<file path="src/rtl/dma_pkg.sv">
// Shared types and sizing helpers for the DMA channel arbiter.
// Holds the default channel count and the scheduler state encoding.
package dma_pkg;

    localparam int NCH = 4;

    typedef enum logic [1:0] {
        S_IDLE,
        S_ARB,
        S_GRANT,
        S_REL
    } state_t;

    function automatic int cnt_w(input int lim);
        return (lim < 2) ? 1 : $clog2(lim);
    endfunction

endpackage

</file>
<file path="src/rtl/dma_rr_pick.sv">
// Combinational round-robin picker: first requester at or after ptr,
// wrapping around, returned as a one-hot vector.
module dma_rr_pick #(
    parameter int NCH = 4,
    parameter int PW  = 2
) (
    input  logic [NCH-1:0] req,
    input  logic [PW-1:0]  ptr,
    output logic [NCH-1:0] gnt,
    output logic           vld
);

    logic hit;

    always_comb begin
        gnt = '0;
        hit = 1'b0;
        for (int i = 0; i < NCH; i++) begin
            if (!hit && req[(int'(ptr) + i) % NCH]) begin
                gnt[(int'(ptr) + i) % NCH] = 1'b1;
                hit = 1'b1;
            end
        end
    end

    assign vld = |req;

endmodule

</file>
<file path="src/rtl/dma_ch_arbiter.sv">
// Schedules DMA channels onto the shared datapath with bounded bursts,
// two priority classes, round-robin rotation and a stall watchdog.
module dma_ch_arbiter #(
    parameter int NCH       = dma_pkg::NCH,
    parameter int BURST_LIM = 4,
    parameter int WDOG_W    = 10
) (
    input  logic           clk,
    input  logic           rst,
    input  logic [NCH-1:0] ch_valid,
    input  logic [NCH-1:0] ch_hi,
    input  logic [NCH-1:0] ch_done,
    input  logic           req_done,
    input  logic [NCH-1:0] irq_clr,
    output logic [NCH-1:0] grant,
    output logic           busy,
    output logic [NCH-1:0] ch_irq,
    output logic [NCH-1:0] ch_err
);

    import dma_pkg::*;

    localparam int PW = (NCH > 1) ? $clog2(NCH) : 1;
    localparam int CW = cnt_w(BURST_LIM);

    state_t state, state_nxt;

    logic [NCH-1:0]    elig;
    logic [NCH-1:0]    hi_set;
    logic [NCH-1:0]    hi_gnt;
    logic [NCH-1:0]    all_gnt;
    logic              hi_vld;
    logic              all_vld;
    logic [NCH-1:0]    pick;
    logic [PW-1:0]     pick_idx;
    logic [PW-1:0]     gidx;
    logic [PW-1:0]     rr_ptr;
    logic [PW-1:0]     ptr_nxt;
    logic [CW-1:0]     burst_cnt;
    logic [WDOG_W-1:0] wdog;
    logic [WDOG_W-1:0] wdog_nxt;
    logic [NCH-1:0]    set_irq;
    logic [NCH-1:0]    set_err;
    logic              burst_end;
    logic              stall;

    assign elig   = ch_valid & ~ch_done;
    assign hi_set = elig & ch_hi;

    dma_rr_pick #(.NCH(NCH), .PW(PW)) u_pick_hi (
        .req (hi_set),
        .ptr (rr_ptr),
        .gnt (hi_gnt),
        .vld (hi_vld)
    );

    dma_rr_pick #(.NCH(NCH), .PW(PW)) u_pick_all (
        .req (elig),
        .ptr (rr_ptr),
        .gnt (all_gnt),
        .vld (all_vld)
    );

    assign pick = hi_vld ? hi_gnt : all_gnt;

    always_comb begin
        pick_idx = '0;
        for (int i = 0; i < NCH; i++) begin
            if (pick[i]) pick_idx = PW'(i);
        end
    end

    assign ptr_nxt = (gidx == PW'(NCH - 1)) ? '0 : gidx + 1'b1;

    // Watchdog fires on the cycle its count would reach all-ones.
    assign wdog_nxt  = req_done ? '0 : wdog + 1'b1;
    assign stall     = !req_done && (wdog_nxt == '1);
    assign burst_end = req_done && (burst_cnt == CW'(BURST_LIM - 1));

    always_comb begin
        state_nxt = state;
        set_irq   = '0;
        set_err   = '0;
        unique case (state)
            S_IDLE: begin
                if (|elig) state_nxt = S_ARB;
            end
            S_ARB: begin
                state_nxt = all_vld ? S_GRANT : S_IDLE;
            end
            S_GRANT: begin
                if (ch_done[gidx]) begin
                    set_irq[gidx] = 1'b1;
                    state_nxt     = S_REL;
                end else if (!ch_valid[gidx]) begin
                    state_nxt = S_REL;
                end else if (stall) begin
                    set_err[gidx] = 1'b1;
                    state_nxt     = S_REL;
                end else if (burst_end) begin
                    state_nxt = S_REL;
                end
            end
            S_REL: begin
                state_nxt = (|elig) ? S_ARB : S_IDLE;
            end
            default: state_nxt = S_IDLE;
        endcase
    end

    always_ff @(posedge clk or negedge rst) begin
        if (!rst) begin
            state     <= S_IDLE;
            grant     <= '0;
            gidx      <= '0;
            rr_ptr    <= '0;
            burst_cnt <= '0;
            wdog      <= '0;
            ch_irq    <= '0;
            ch_err    <= '0;
        end else begin
            state  <= state_nxt;
            ch_irq <= (ch_irq & ~irq_clr) | set_irq;
            ch_err <= (ch_err & ~irq_clr) | set_err;
            if (state == S_ARB && all_vld) begin
                grant <= pick;
                gidx  <= pick_idx;
            end
            if (state == S_GRANT) begin
                if (state_nxt == S_REL) grant <= '0;
                if (req_done) burst_cnt <= burst_cnt + 1'b1;
                wdog <= wdog_nxt;
            end
            if (state == S_REL) begin
                rr_ptr    <= ptr_nxt;
                burst_cnt <= '0;
                wdog      <= '0;
            end
        end
    end

    assign busy = |grant;

endmodule

</file>
<file path="config.mk">
export PLATFORM = sky130hd
export DESIGN_NAME = dma_ch_arbiter
export DESIGN_NICKNAME = d
export VERILOG_FILES = /design/src/rtl/dma_pkg.sv /design/src/rtl/dma_rr_pick.sv /design/src/rtl/dma_ch_arbiter.sv
export SDC_FILE = /design/constraint.sdc
export NUM_CORES = 1
export LEC_CHECK = 0
export CAP_MARGIN = 0
export CELL_PAD_IN_SITES_DETAIL_PLACEMENT = 0
export CELL_PAD_IN_SITES_GLOBAL_PLACEMENT = 1
export CORE_MARGIN = 10
export CORE_UTILIZATION = 30
export DETAILED_ROUTE_END_ITERATION = 10
export MAX_ROUTING_LAYER = met4
export PLACE_DENSITY_LB_ADDON = 0.2
export SLEW_MARGIN = 20
export SYNTH_ARGS = -nofsm -noshare
export SYNTH_HDL_FRONTEND = slang
export SYNTH_SLANG_ARGS = --single-unit
</file>
<file path="constraint.sdc">
create_clock -name clk -period 5.25 [get_ports clk]
set_clock_uncertainty 0.1 [all_clocks]
set_input_delay 0.7875 -clock clk [delete_from_list [all_inputs] [get_ports clk]]
set_output_delay 0.7875 -clock clk [all_outputs]
set_load 0.005 [all_outputs]
</file>
==> impl_metrics.json, run 1 <==
{
  "outcome": "finished clean",
  "yosysSeqAreaShare_pct": 30.3,
  "io_buffers": 31,
  "cts_tree": "yes",
  "first_pass_iters": 6,
  "cts_hold_buf": 0,
  "p_leak_nw": 1.18,
  "rsz0062_at_grt": "false",
  "ant_nets": 0,
  "drive_gt1_share_pct": 7.43,
  "synth_top_area_share_pct": 30.3,
  "grt_pass1_vias": 2362,
  "path_clk_slew_ns": 0.07,
  "register_area_um2": 751,
  "die_w_um": 111,
  "required_ns": 5.28,
  "synthTopCellsByCount": "dfrtp_1, nand2_1, nand3_1, inv_1, o21ai_0",
  "track_usage_pct": 12.2,
  "dp.cells": 420,
  "grt_first_pass_wirelength_um": 12500,
  "post-dp-hpwl_um": 5490,
  "stdcell_area_um2": 2990,
  "die_h_um": 111,
  "max_slew_margin_pct": 54.7,
  "grt_max_degree": 31,
  "min_period_over_period_pct": 64.7,
  "slew_viol_final": 0,
  "vias_per_cell": 5.56,
  "finalCriticalPeriod_ns": 3.39,
  "antenna_found_initial": 0,
  "gp_congestion": 0.892,
  "synth-seq-cells": 30,
  "instances_no_fill": 428,
  "yosys.area.top_type": "dfrtp_1",
  "area_growth_pct": 20.7,
  "drc": 0,
  "pwr-share-seq_pct": 30.0,
  "path_buf_inv": 1,
  "numCtsBuffers": 5,
  "synth-edff-count": 0,
  "crit_path_max_fanout": 12,
  "synth_warnings": 0,
  "overflow": 0,
  "power_mw": 1.27,
  "drtIter0Drc": 167,
  "path_class": "flip-flop to flip-flop",
  "synth_nets": 323,
  "crit_family": "simple AND/OR/NAND/NOR gates",
  "setup_tns_ns": 0,
  "endpoint_kind": "flip-flop",
  "setup_viol": 0,
  "ys_dominant_reg_cell": "dfrtp_1",
  "max_freq_ghz": 0.295,
  "cp-start-kind": "flip-flop",
  "pwr-share-clk_pct": 15.5,
  "post_drt_wl_per_cell_um": 16.8,
  "power_density_nw_per_um2": 425,
  "cts_setup_buffers": 0,
  "yosysUniqueCellTypes": 58,
  "coreArea_um2": 8130,
  "cts_buffer_depth": 2,
  "finalHoldViolations": 0,
  "nFillCells": 857,
  "synth.most_common_cell": "dfrtp_1",
  "crit_slowest_cell": "dfrtp_1",
  "htreeDepth": 2,
  "io_pins": 32,
  "fin_ws_ns": 1.86,
  "layout.nets": 353,
  "rows": 33,
  "netSwitchingPower_mw": 0.578,
  "postPlaceCellArea_um2": 2890,
  "diodes": 0,
  "root_buffer": "clkbuf_8",
  "multiInputGateArea_um2": 1600,
  "initial_core_util_pct": 30.5,
  "hold_path.class": "flip-flop to flip-flop",
  "cpPeakStageDelay_ns": 0.65,
  "worst_pin_slew_ns": 0.679,
  "path_cells": "inv_1 > ha_1 > and4bb_2 > or4b_2 > a21oi_1 > nor4_1 > a32oi_1 > o21a_1 > o221ai_1",
  "cp_data_arrival_time_ns": 3.43,
  "cts_sinks": 30,
  "syn_avg_cell_area_um2": 8.48,
  "cap_viol_max_count": 0,
  "cts_resized": 0,
  "async_flop_share_pct": 100,
  "clk-insertion-delay-late_ns": 0.28,
  "synth_cells": 292,
  "num_vias": 2380,
  "dp_slack_ns": 1.78,
  "ir_drop_mv": 0.170,
  "internal_power_mw": 0.694,
  "swShare_pct": 45.4,
  "routed_wl_um": 7180,
  "ys_top_cells_by_area": "dfrtp_1, ha_1, nand3_1",
  "syn-cell-area_um2": 2480,
  "die_area_um2": 12300,
  "power_frac_comb_pct": 54.5
}
==> final timing paths <==
path	from	to	slack [ns]	cells after the start
min in group asynchronous	rst	wdog[3]	0.80	2
worst max-delay path	rr_ptr[1]	gidx[0]	1.86	9
worst min-delay path	ch_irq[2]	ch_irq[2]	0.42	2
max in group asynchronous	rst	state[1]	3.96	2
worst max register to register	rr_ptr[1]	gidx[0]	1.86	9
worst min register to register	ch_irq[2]	ch_irq[2]	0.42	2
==> area by class of cell <==
type | instances | area share, %
multi-input cells | 230 | 53.7
flip-flops and latches | 30 | 25.1
repair buffers | 33 | 10.9
well taps | 105 | 4.40
clock buffers | 6 | 2.76
inverters | 22 | 2.76
clock inverters | 2 | 0.419
==> power by group through the flow <==
stage          sequential [mW]  combinational (mW)  clock [mW]
2_1_floorplan            0.343               0.515           0
3_3_place_gp             0.387               0.701           0
3_5_place_dp             0.387               0.687           0
4_1_cts                  0.384               0.692       0.205
5_1_grt                  0.396               0.769       0.219
6_report                 0.382               0.693       0.197
==> logic make-up (layout without fill, tap and decap cells) <==
group	after synthesis	count (layout)	share of synthesized area [%]
flops	30	30	30.3
compound gates	80	80	22.9
xor+xnor	5	5	1.77
simple gates	120	120	26.5
buf+inv	32	63	4.95
mux	13	13	7.53
fa+ha+maj	12	12	6.06
==> placed cells by master (no fill, tap or decap), types with 4 or more instances in the layout <==
master / netlist / routed
nand3_1: 25 / 25
nor2b_1: 7 / 7
mux2i_1: 7 / 7
nor2_1: 12 / 12
nor3_1: 5 / 5
ha_1: 12 / 12
nand2_1: 29 / 29
xnor2_1: 4 / 4
and3b_1: 4 / 4
inv_1: 22 / 22
nor4_1: 4 / 4
o22ai_1: 12 / 12
nand4_1: 6 / 6
clkdlybuf4s50_1: 0 / 31
o21ai_0: 20 / 20
nand2b_1: 8 / 8
a22o_1: 4 / 4
dfrtp_1: 30 / 30
a21oi_1: 9 / 9
clkbuf_8: 0 / 6
nand3b_1: 4 / 4
==> flip-flops by register name, indices dropped and copies added (netlist names) <==
name,flops
rr_ptr,2
gidx,2
ch_irq,4
ch_err,4
state,2
wdog,10
burst_cnt,2
grant,4
==> per-layer routing <==
layer  vias up  wire length (µm)  GRT usage (%)
li1       1164                 -              -
met1      1153              3720           17.2
met2        59              3140           17.2
met3         4               252           2.00
met4         0                78           3.65
met5         -                 0              -
==> worst register-to-register path: stages (launching register included) <==
cell and delay, ns:
dfrtp_1 0.65, inv_1 0.28, ha_1 0.53, and4bb_2 0.30, or4b_2 0.61, a21oi_1 0.17, nor4_1 0.08, a32oi_1 0.26
o21a_1 0.16, o221ai_1 0.11
==> metrics by stage <==
step / util (%) / hold WS, ns
2_1_floorplan: - / 0.392
3_3_place_gp: 35.6 / 0.413
3_5_place_dp: 35.6 / 0.413
4_1_cts: 36.7 / 0.426
5_1_grt: 36.7 / 0.461
6_report: 36.7 / 0.420
No activity file was read; power rests on OpenSTA's default activity.
==> run 2, diff against run 1 <==
==> constraint.sdc (replaced) <==
create_clock -name clk -period 3.05 [get_ports clk]
set_clock_uncertainty 0.1 [all_clocks]
set_input_delay 0.4575 -clock clk [delete_from_list [all_inputs] [get_ports clk]]
set_output_delay 0.4575 -clock clk [all_outputs]
set_load 0.005 [all_outputs]
==> run 2 against run 1 <==
  * Worst hold slack improved by 0.0056 ns
  * Global-route usage barely moved
  * Cell count rose by 5.6%
  * Sequential share of layout area fell by 1.4 points
  * Power rose by 83%
  * Wire length rose by 1.2%
  * Non-clock buffer count rose by 24
  * Flip-flop and latch count did not move
  * Worst setup slack got worse by 1.6 ns
  * Die area did not move
  * Largest power group unchanged
  * Highest routed layer unchanged
==> impl_metrics.json, run 2 (synthesis gave the netlist of run 1 again) <==
{
  "cts_tree": "yes",
  "ff2ff_setup_slack_ns": 0.31,
  "path_class": "input pin to flip-flop",
  "finalCriticalPeriod_ns": 2.79,
  "finalHoldViolations": 0,
  "rsz0062_at_grt": "false",
  "whs_path_depth": 2,
  "outcome": "finished clean",
  "path_clk_slew_ns": 0.07,
  "io_buffers": 31,
  "mostFrequentLayoutCells": "clkdlybuf4s50_1, dfrtp_1, nand2_1",
  "cts_hold_buf": 0,
  "num_vias": 2452,
  "cts_buffer_depth": 2,
  "first_pass_iters": 5,
  "cpPeakStageDelay_ns": 0.57,
  "clk-insertion-delay-late_ns": 0.29,
  "io_pins": 32,
  "nFillCells": 802,
  "regMostFlops": "wdog",
  "track_usage_pct": 12.2,
  "area_growth_pct": 27.9,
  "root_buffer": "clkbuf_8",
  "ir_drop_mv": 0.275,
  "layout_commonest_cell": "clkdlybuf4s50_1",
  "required_ns": 3.10,
  "ant_nets": 0,
  "path_cells": "clkdlybuf4s50_1 > and2b_1 > mux4_2 > a21o_1 > a2111oi_2 > a32oi_1 > o211ai_1 > o211ai_1",
  "die_area_um2": 12300,
  "worst_pin_slew_ns": 0.402,
  "largest_register_ffs": 10,
  "diodes": 0,
  "postPlaceCellArea_um2": 3070,
  "antenna_found_initial": 0,
  "path_common_cell": "o211ai_1",
  "die_h_um": 111,
  "slew_viol_final": 0,
  "crit_path_max_fanout": 6,
  "crit_slowest_cell": "mux4_2",
  "power_mw": 2.33,
  "overflow": 0,
  "setup_viol": 0,
  "endpoint_kind": "flip-flop",
  "cap_viol_max_count": 0,
  "htreeDepth": 2,
  "numCtsBuffers": 5,
  "p_leak_nw": 1.30,
  "drtIter0Drc": 175,
  "max_slew_margin_pct": 73.0,
  "rows": 33,
  "hold_path.class": "flip-flop to flip-flop",
  "cp-start-kind": "input pin",
  "layout.nets": 377,
  "max_freq_ghz": 0.359,
  "die_w_um": 111,
  "initial_core_util_pct": 30.5,
  "stdcell_area_um2": 3170,
  "grt_max_degree": 31,
  "routed_wl_um": 7270,
  "coreArea_um2": 8130,
  "grt_pass1_vias": 2416,
  "reg2reg_depth": 10,
  "drc": 0,
  "cts_setup_buffers": 0,
  "drive_gt1_share_pct": 13.8,
  "min_period_over_period_pct": 91.4,
  "setup_tns_ns": 0,
  "power_density_nw_per_um2": 735,
  "cts_sinks": 30,
  "grt_first_pass_wirelength_um": 12400,
  "vias_per_cell": 5.42,
  "post-dp-hpwl_um": 5630,
  "gp_congestion": 0.858,
  "post_drt_wl_per_cell_um": 16.1,
  "cp_data_arrival_time_ns": 2.84
}
## run 2: changes by cell type in the layout (fill, tap and decap cells not counted)
cell / change
buf_4: +24
a21boi_0: -1
a21boi_1: +1
## run 2: final timing paths
check                      startpoint   endpoint
max                        ch_done[1]    gidx[1]
min                         ch_irq[0]  ch_irq[0]
max reg2reg                 rr_ptr[0]    gidx[0]
min reg2reg                 ch_irq[0]  ch_irq[0]
max in group asynchronous         rst    wdog[1]
min in group asynchronous         rst    wdog[2]
## run 2: through the flow
step / hold WS (ns) / setup slack [ns] / util (%) / cells
5_1_grt: 0.455 / 0.0758 / 39.0 / 452
6_report: 0.425 / 0.262 / 39.0 / 452
3_5_place_dp: 0.419 / 0.0140 / 37.8 / 444
4_1_cts: 0.427 / 0.314 / 39.0 / 452
3_3_place_gp: 0.413 / 0.0226 / 37.8 / 444
2_1_floorplan: 0.0619 / 0.0279 / - / 292
## run 2: cell type report
class	count	area (µm²)	share of cell area, %
sequential	30	751	23.7
multi-input combinational	230	1600	50.6
timing repair buffer	57	505	15.9
clock inverter	2	12.5	0.395
tap	105	131	4.15
inverter	22	82.6	2.61
clock buffer	6	82.6	2.61
## run 2: metal layers
metal	share of wire (%)	GRT usage (%)	wire [µm]	up-vias
li1	-	-	-	1208
met1	50	17.1	3640	1153
met2	43	17.3	3140	82
met3	5.4	2.11	393	9
met4	1.4	3.82	100	0
met5	0	-	0	-
## run 2: critical path: cells and delay by family
kind / cells / cell delay, ns
AND/OR/NAND/NOR: 1 / 0.24
AO/OA/AOI/OAI: 5 / 1.01
buffers and inverters: 1 / 0.55
multiplexers: 1 / 0.57
## run 2: what timing repair did
| action | CTS | global route |
|---|---|---|
| endpoints found under the setup margin | 0 | 1 |
| hold endpoints to repair | 0 | 0 |
| gates resized for setup | 0 | 1 |
## run 2: power by group
part	total (mW)	switching (mW)	internal (mW)
combinational	1.39	0.767	0.619
sequential	0.599	0.101	0.498
clock	0.345	0.164	0.181
total	2.33	1.03	1.30
